## config.mk

```make
export PLATFORM = sky130hd
export DESIGN_NAME = bitstream_word_packer
export DESIGN_NICKNAME = d
export VERILOG_FILES = /design/src/rtl/bitstream_word_packer.sv
export SDC_FILE = /design/constraint.sdc
export NUM_CORES = 2
export LEC_CHECK = 0
export ABC_CLOCK_PERIOD_IN_PS = 5700
export BUFFER_PORTS_ARGS = -buffer_cell sky130_fd_sc_hd__buf_2
export CAP_MARGIN = 5
export CORE_MARGIN = 2
export CORE_UTILIZATION = 31
export CTS_CLUSTER_DIAMETER = 40
export DETAILED_ROUTE_END_ITERATION = 12
export PLACE_DENSITY = 0.44
export SETUP_SLACK_MARGIN = 0.2
export SYNTH_ARGS = -nofsm -noshare
export SYNTH_HDL_FRONTEND = slang
export SYNTH_SLANG_ARGS = --single-unit
```

## constraint.sdc

```tcl
create_clock -name clock -period 5.7 [get_ports clock]
set_input_delay 1.14 -clock clock [delete_from_list [all_inputs] [get_ports clock]]
set_output_delay 1.14 -clock clock [all_outputs]
set_load 0.005 [all_outputs]
```

## src/rtl/bitstream_word_packer.sv

```systemverilog
// rtl/bitstream_word_packer.sv - packs 0..8-byte input beats into 32-bit big-endian words behind a word FIFO
module bitstream_word_packer #(
    parameter int FIFO_DEPTH = 16
) (
    input  logic        clock,
    input  logic        reset_n,
    input  logic [3:0]  in_enable_byte,
    input  logic [63:0] in_val,
    input  logic        flush,
    output logic        out_valid,
    input  logic        out_ready,
    output logic [31:0] out_data,
    output logic        out_last,
    output logic [6:0]  fifo_level,
    output logic [1:0]  residual_bytes,
    output logic        overflow,
    output logic [31:0] word_count
);

    localparam int AW = $clog2(FIFO_DEPTH);

    // Each entry is {last, data}.
    logic [32:0]   mem [FIFO_DEPTH];
    logic [AW-1:0] wr_ptr;
    logic [AW-1:0] rd_ptr;
    logic [6:0]    level;
    logic [23:0]   acc_data;
    logic [1:0]    acc_cnt;

    logic [3:0]    n_in;
    logic [63:0]   in_masked;
    logic [87:0]   combined;
    logic [95:0]   ext;
    logic [3:0]    total;
    logic [1:0]    n_words;
    logic          pad;
    logic [1:0]    n_cand;
    logic [1:0]    n_wr;
    logic          drop;
    logic          do_read;
    logic [7:0]    free;
    logic [32:0]   cand [3];
    logic [23:0]   acc_next;
    logic [1:0]    cnt_next;
    logic [32:0]   head;

    // Merge residual and new bytes, slice candidate words, and decide how many fit in the FIFO.
    always_comb begin
        n_in      = (in_enable_byte > 4'd8) ? 4'd8 : in_enable_byte;
        // Bytes past the enabled count are zeroed so padding and residual slices come out clean.
        in_masked = in_val & ~(64'hFFFF_FFFF_FFFF_FFFF >> {n_in, 3'b000});
        combined  = {acc_data, 64'd0} | ({in_masked, 24'd0} >> {acc_cnt, 3'b000});
        ext       = {combined, 8'd0};
        total     = {2'b00, acc_cnt} + n_in;
        n_words   = total[3:2];
        pad       = flush && (total[1:0] != 2'd0);
        n_cand    = n_words + {1'b0, pad};
        do_read   = out_valid && out_ready;
        // The entry freed by this cycle's read is available to this cycle's writes.
        free      = 8'(FIFO_DEPTH) - {1'b0, level} + {7'd0, do_read};
        drop      = ({6'd0, n_cand} > free);
        n_wr      = drop ? free[1:0] : n_cand;

        // The final word written in a flush cycle carries the last marker.
        cand[0] = {flush && (n_cand == 2'd1), ext[95:64]};
        cand[1] = {flush && (n_cand == 2'd2), ext[63:32]};
        cand[2] = {flush && (n_cand == 2'd3), ext[31:0]};

        case (n_words)
            2'd0:    acc_next = ext[95:72];
            2'd1:    acc_next = ext[63:40];
            default: acc_next = ext[31:8];
        endcase
        cnt_next = total[1:0];
        if (flush) begin
            acc_next = 24'd0;
            cnt_next = 2'd0;
        end
    end

    // Pointers, occupancy, accumulator and status counters.
    always_ff @(posedge clock or negedge reset_n) begin
        if (!reset_n) begin
            wr_ptr     <= '0;
            rd_ptr     <= '0;
            level      <= 7'd0;
            acc_data   <= 24'd0;
            acc_cnt    <= 2'd0;
            overflow   <= 1'b0;
            word_count <= 32'd0;
        end else begin
            wr_ptr   <= wr_ptr + AW'(n_wr);
            level    <= level + {5'd0, n_wr} - {6'd0, do_read};
            acc_data <= acc_next;
            acc_cnt  <= cnt_next;
            if (drop) begin
                overflow <= 1'b1;
            end
            if (do_read) begin
                rd_ptr     <= rd_ptr + AW'(1);
                word_count <= word_count + 32'd1;
            end
        end
    end

    // Word storage; contents need no reset because reads are gated by occupancy.
    always_ff @(posedge clock) begin
        if (reset_n) begin
            for (int k = 0; k < 3; k++) begin
                if (k < int'(n_wr)) begin
                    mem[wr_ptr + AW'(k)] <= cand[k];
                end
            end
        end
    end

    assign head           = mem[rd_ptr];
    assign out_valid      = (level != 7'd0);
    assign out_data       = out_valid ? head[31:0] : 32'd0;
    assign out_last       = out_valid ? head[32] : 1'b0;
    assign fifo_level     = level;
    assign residual_bytes = acc_cnt;

endmodule

```

Word-level counts from Yosys, hierarchy flattened
Memory sizes are Yosys's and may differ from the RTL's.
Cells that the tools add are included.
{ "classes": {"add_sub_neg": 11, "n_mul": 0, "n_div": 0, "order_cmp": 5, "eq_ne": 4, "n_shift": 2, "muxes": 16, "bitwise_logic": 3, "n_reduce_logical": 8} }
{ "op_table": {"columns": ["operator", "count"], "rows": [
  ["OR 88 bit", 1],
  [">> shifter 88 x 5 -> 88 bit", 1],
  ["bitwise AND 64 bit", 1],
  ["NOT 64 bit", 1],
  [">> shifter 64 x 7 -> 64 bit (first input constant)", 1],
  ["one-hot mux 24 bit (2 select lines)", 1],
  ["adder 32 x 1 -> 32 bit (second input constant)", 1],
  ["2-to-1 mux 32 bit", 1],
  ["2-to-1 mux 24 bit", 1],
  ["2-to-1 mux 1 bit", 10],
  ["adder 4 x 1 -> 4 bit (second input constant)", 2],
  ["adder 8 x 1 -> 8 bit", 1],
  ["> comparator 2 x 8 -> 1 bit", 1],
  ["subtractor 5 x 7 -> 8 bit (first input constant)", 1],
  ["adder 7 x 2 -> 7 bit", 1],
  ["nonzero test 7 bit", 1],
  ["subtractor 7 x 1 -> 7 bit", 1],
  ["logical AND 1 bit", 5],
  ["adder 2 x 4 -> 4 bit", 1],
  ["adder 4 x 2 -> 4 bit", 1],
  ["adder 4 x 2 -> 4 bit (second input constant)", 1],
  ["equality test 2 x 1 -> 1 bit (second input constant)", 2],
  ["equality test 2 bit (second input constant)", 2],
  ["> comparator 4 bit (second input constant)", 1],
  ["other kinds (7)", 9]
]} }
{ "totals": {"ff_bits": 74, "latchBits": 0, "ramBits": 528, "rom_bits": 0, "out_inout_bits": 76, "wordCells": 57, "memories": 1} }
{ "memory_table": {"columns": ["name", "depth", "width", "rd", "rd_ports_with_merged_regs", "wr", "line_no", "rtl"], "rows": [
  ["mem", 16, 33, 1, 0, 3, "23", "logic [32:0] mem [FIFO_DEPTH];"]
]} }

Depth between registers and ports, before layout
{ "depth": {"word_depth": 12, "mapped_depth": 30} }

Worst setup path before layout
Ideal clock, no wire load.
{ "synth_timing": {"path_type": "input -> register", "startpoint": "input in_enable_byte[3]", "endpoint": "memory mem[0][10] (enable)", "setup_time_ns": 0.498, "t_arrival_ns": 5.711, "slack_ns": -0.509, "stages": 20, "n_path_buf": 5, "cell_sequence": "buf_2 -> nor2b_1 -> ha_1 -> fa_1 -> xnor2_1 -> buf_2 -> ha_1 -> or3_4 -> nand2_4 -> inv_4 -> ha_1 -> nor2b_1 -> o2111a_1 -> o211a_4 -> and3_1 -> clkbuf_1 -> o211ai_1 -> buf_2 -> buf_1 -> nand3_1"} }
{ "synth_rtl": {"columns": ["item", "line_no", "rtl"], "rows": [
  ["start: declaration", "7", "input logic [3:0] in_enable_byte,"],
  ["end: declaration", "23", null]
]} }

Worst setup path in the final report
{ "layout_timing": {"startpoint": "register level[2] (netlist: fifo_level[2])", "endpoint": "register level[6] (netlist: fifo_level[6])"} }
{ "layout_between": {"elab_chain_len": 7, "elab_cells_between_ends": 8, "classes_between": "add/sub: 4; order compare: 1; mux: 1; reduce/logical: 2"} }
{ "layout_lines": {"columns": ["item", "line_no", "rtl"], "rows": [
  ["start: declaration", "26", "logic [6:0] level;"],
  ["start signal: assignment", "93", "level <= level + {5'd0, n_wr} - {6'd0, do_read};"],
  ["parallel branches: the longest is 6 deep, another holds subtractor 5 x 7 -> 8 bit", null, null],
  ["subtractor 7 x 1 -> 7 bit *", "93", null]
]} }
Every way passes the cells marked *.
A chain may end at the register's enable or synchronous reset.

==> metrics <==
initial DRC count=approximately 3.6k; Initial Util=0.312; I/O Pins=148; Synth async-reset ratio=0.123; GRT Resource Usage Total=0.261; first-pass GRT wire length=between 200000 and 250000 microns; Final setup viols=0; slack of the worst reg-to-reg path=between 0.6 and 0.7 ns; largest net degree at the start of global routing=75; Nets=around 3.6k; Num CTS Buffers=118; Crit Reg-Reg Startpoint=fifo_level[2]; DRT Pass-1 Iters=6; CTS tree=built; post-route clock period utilization=0.888; worst flop-to-flop path endpoint=fifo_level[6]; clock sink total=approximately 600; YS warnings=0; post-CTS sizing=0; IR drop worst, VDD=301 uV; top cells by count, synth=edfxtp_1, nand2_1, nor2_1; most used cell, CP=inv_1; Layout Cells excl Fill=about 5.2k; top-count cell post-synth=edfxtp_1; # rows=roughly 130; Synth top area share=0.332; area occupied by registers=about 0.016 sq mm; hold slack=~0.46 ns; fillcell total=roughly 11k; worst-path fanout max=5; GRT overflow=0; CP max stage cell=or4_2; static leakage=~17 nW; Fmax=198 MHz; die span in x=346 microns; Critical Path AT=5.68 ns; fin crit period=5.06 ns; Yosys cell types=between 80 and 90; Hold Path Origin=word_count[31]; cells taking the most area after synthesis=edfxtp_1, mux4_2, dfxtp_1; area added between synthesis and finish=22.7%; antenna-violating nets left=0; via/cell ratio=around 5.9; initial antenna violation count=7; Placement Cell Area=approximately 0.04 sq mm; H-Tree Depth=3; Post-Place Cells=4929; Syn Area/Cell=roughly 11 sq um; final slew viol count=0; area of the multi-input gates=around 0.019 sq mm; Tightest Pin Transition=between 1 and 1.5 ns; Crit Path Class=reg -> reg; Syn Nets=3522; Setup Skew=between 0.07 and 0.08 ns; reg2reg path depth=29; Worst Setup EP=fifo_level[6]; vias in the first global route=approximately 29k; vias after detailed routing=around 31k; count of state elements after synthesis=around 600; ratio of cells with drive above 1 in the final layout=0.250; CP max stage delay=0.59 ns; Slew HR=0.137; sequential cell area fraction in the yosys report=0.453; port bufs=147; post-route cell area=0.0445 sq mm; GP Congestion=0.884; endpoint class of the critical path=flip-flop; Primary FF master, synth=edfxtp_1; Core Area=between 0.1 and 0.15 sq mm; Hold Crit Class=reg -> reg; Setup Buffers After CTS=0; total length of routed wires=between 150000 and 200000 microns; Root Driver=clkbuf_16; EDFF count, synth=400; DIE HEIGHT=between 300 and 400 microns; Mapped Area=around 0.036 sq mm; Clk Latency, worst-skew pair=between 0.7 and 0.8 ns; P per Cell Area=517 mW/mm^2; CP startpoint=fifo_level[2]; data required time of the worst path=6.32 ns; leading area contributor after synthesis=edfxtp_1; Post-Synthesis Cells=around 3.4k; final hold viol count=0; DP HPWL=between 100000 and 150000 microns; CTS max path bufs=3; Max Cap Viol=0; # DRC=0; Reg clk slew, reported paths=around 0.050 ns; status=completed; DIE AREA=~0.12 sq mm; RSZ-0062 raised after global routing=false; wire per inst=just over 30 microns; CP startpoint kind=flip-flop; Post-CTS Hold Buffers=0
## final cells by class
cell class              count  area share
inverters                  67     0.00577
diodes                      1   0.0000563
clock inverters            87      0.0253
flip-flops and latches    602       0.370
repair buffers            362      0.0699
clock buffers             136      0.0700
multi-input cells        2375       0.416
well taps                1524      0.0429
## cell families (layout without fill, tap and decap cells)
| group | after synthesis | after routing | share of synthesized area |
|---|---|---|---|
| other | 0 | 1 | 0 |
| buffers and inverters | 446 | 652 | 0.0540 |
| muxes | 417 | 417 | 0.173 |
| AOI/OAI and AO/OA | 919 | 919 | 0.179 |
| and+or+nand+nor | 966 | 966 | 0.119 |
| adders and majority gates | 27 | 27 | 0.00995 |
| DFF | 602 | 602 | 0.453 |
| xor gates and xnor gates | 46 | 46 | 0.0113 |
## layer usage
layer	vias to the layer above	global-route usage	wire [microns]
met1	15400	0.360	67900
li1	13300	-	-
met4	6	0.0903	5360
met3	312	0.0587	15200
met5	-	0	39
met2	1658	0.402	71100
## through the flow
stage / total power, mW / TNS, ns / setup slack, ns / util
finish: 23.0 / 0 / 0.640 / 0.383
global placement: 15.6 / -3.29 / -0.136 / 0.346
CTS: 23.1 / 0 / 0.282 / 0.383
floorplan: 12.1 / -0.00349 / -0.00349 / -
global route: 24.0 / 0 / 0.236 / 0.383
detailed placement: 15.6 / -4.44 / -0.183 / 0.346
## worst max-delay path, delay by kind of cell (launching register included)
family	cells	cell delay, ns
adder cells (fa/ha/maj)	7	1.81
AND/OR/NAND/NOR	8	1.30
AO/OA/AOI/OAI	6	0.77
buffers and inverters	7	0.48
flip-flops	1	0.45
XOR/XNOR	1	0.13
## where the power goes
group / internal [mW] / total [mW] / switching, mW
combinational: 3.86 / 8.76 / 4.90
sequential: 6.03 / 6.84 / 0.808
clock: 4.70 / 7.39 / 2.70
## cell usage in the layout (no fill, tap or decap), types with 26 or more instances in the layout
master and instances:
a22o_1 30, buf_2 146, dfrtp_1 67, o21a_1 42, buf_12 60, nor3_1 61
clkbuf_16 121, mux2i_1 220, xnor2_1 33, nand3_1 35, a22oi_1 116, mux2_2 26
mux4_2 165, nor2_1 326, a221oi_1 108, inv_1 62, a31oi_1 123, buf_4 155
nand2_1 377, a211oi_1 81, edfxtp_1 400, a21oi_1 243, and2_1 54, dfxtp_1 128
## worst min path at each step
| stage | end | slack, ns | cells after the start |
|---|---|---|---|
| after floorplan | mem[5][0] | 0.44 | 1 |
| after global placement | mem[5][0] | 0.44 | 1 |
| after detailed placement | mem[5][2] | 0.45 | 1 |
| after CTS | mem[5][2] | 0.46 | 1 |
| after global routing | mem[5][2] | 0.48 | 1 |
| final | word_count[31] | 0.46 | 1 |
## sequential cells by signal, indices dropped and copies added (netlist names)
| name | flops |
|---|---|
| fifo_level | 7 |
| wr_ptr | 4 |
| residual_bytes | 2 |
| overflow | 1 |
| word_count | 32 |
| acc_data | 24 |
| mem | 528 |
| rd_ptr | 4 |
(Power assumes the default switching activity.)
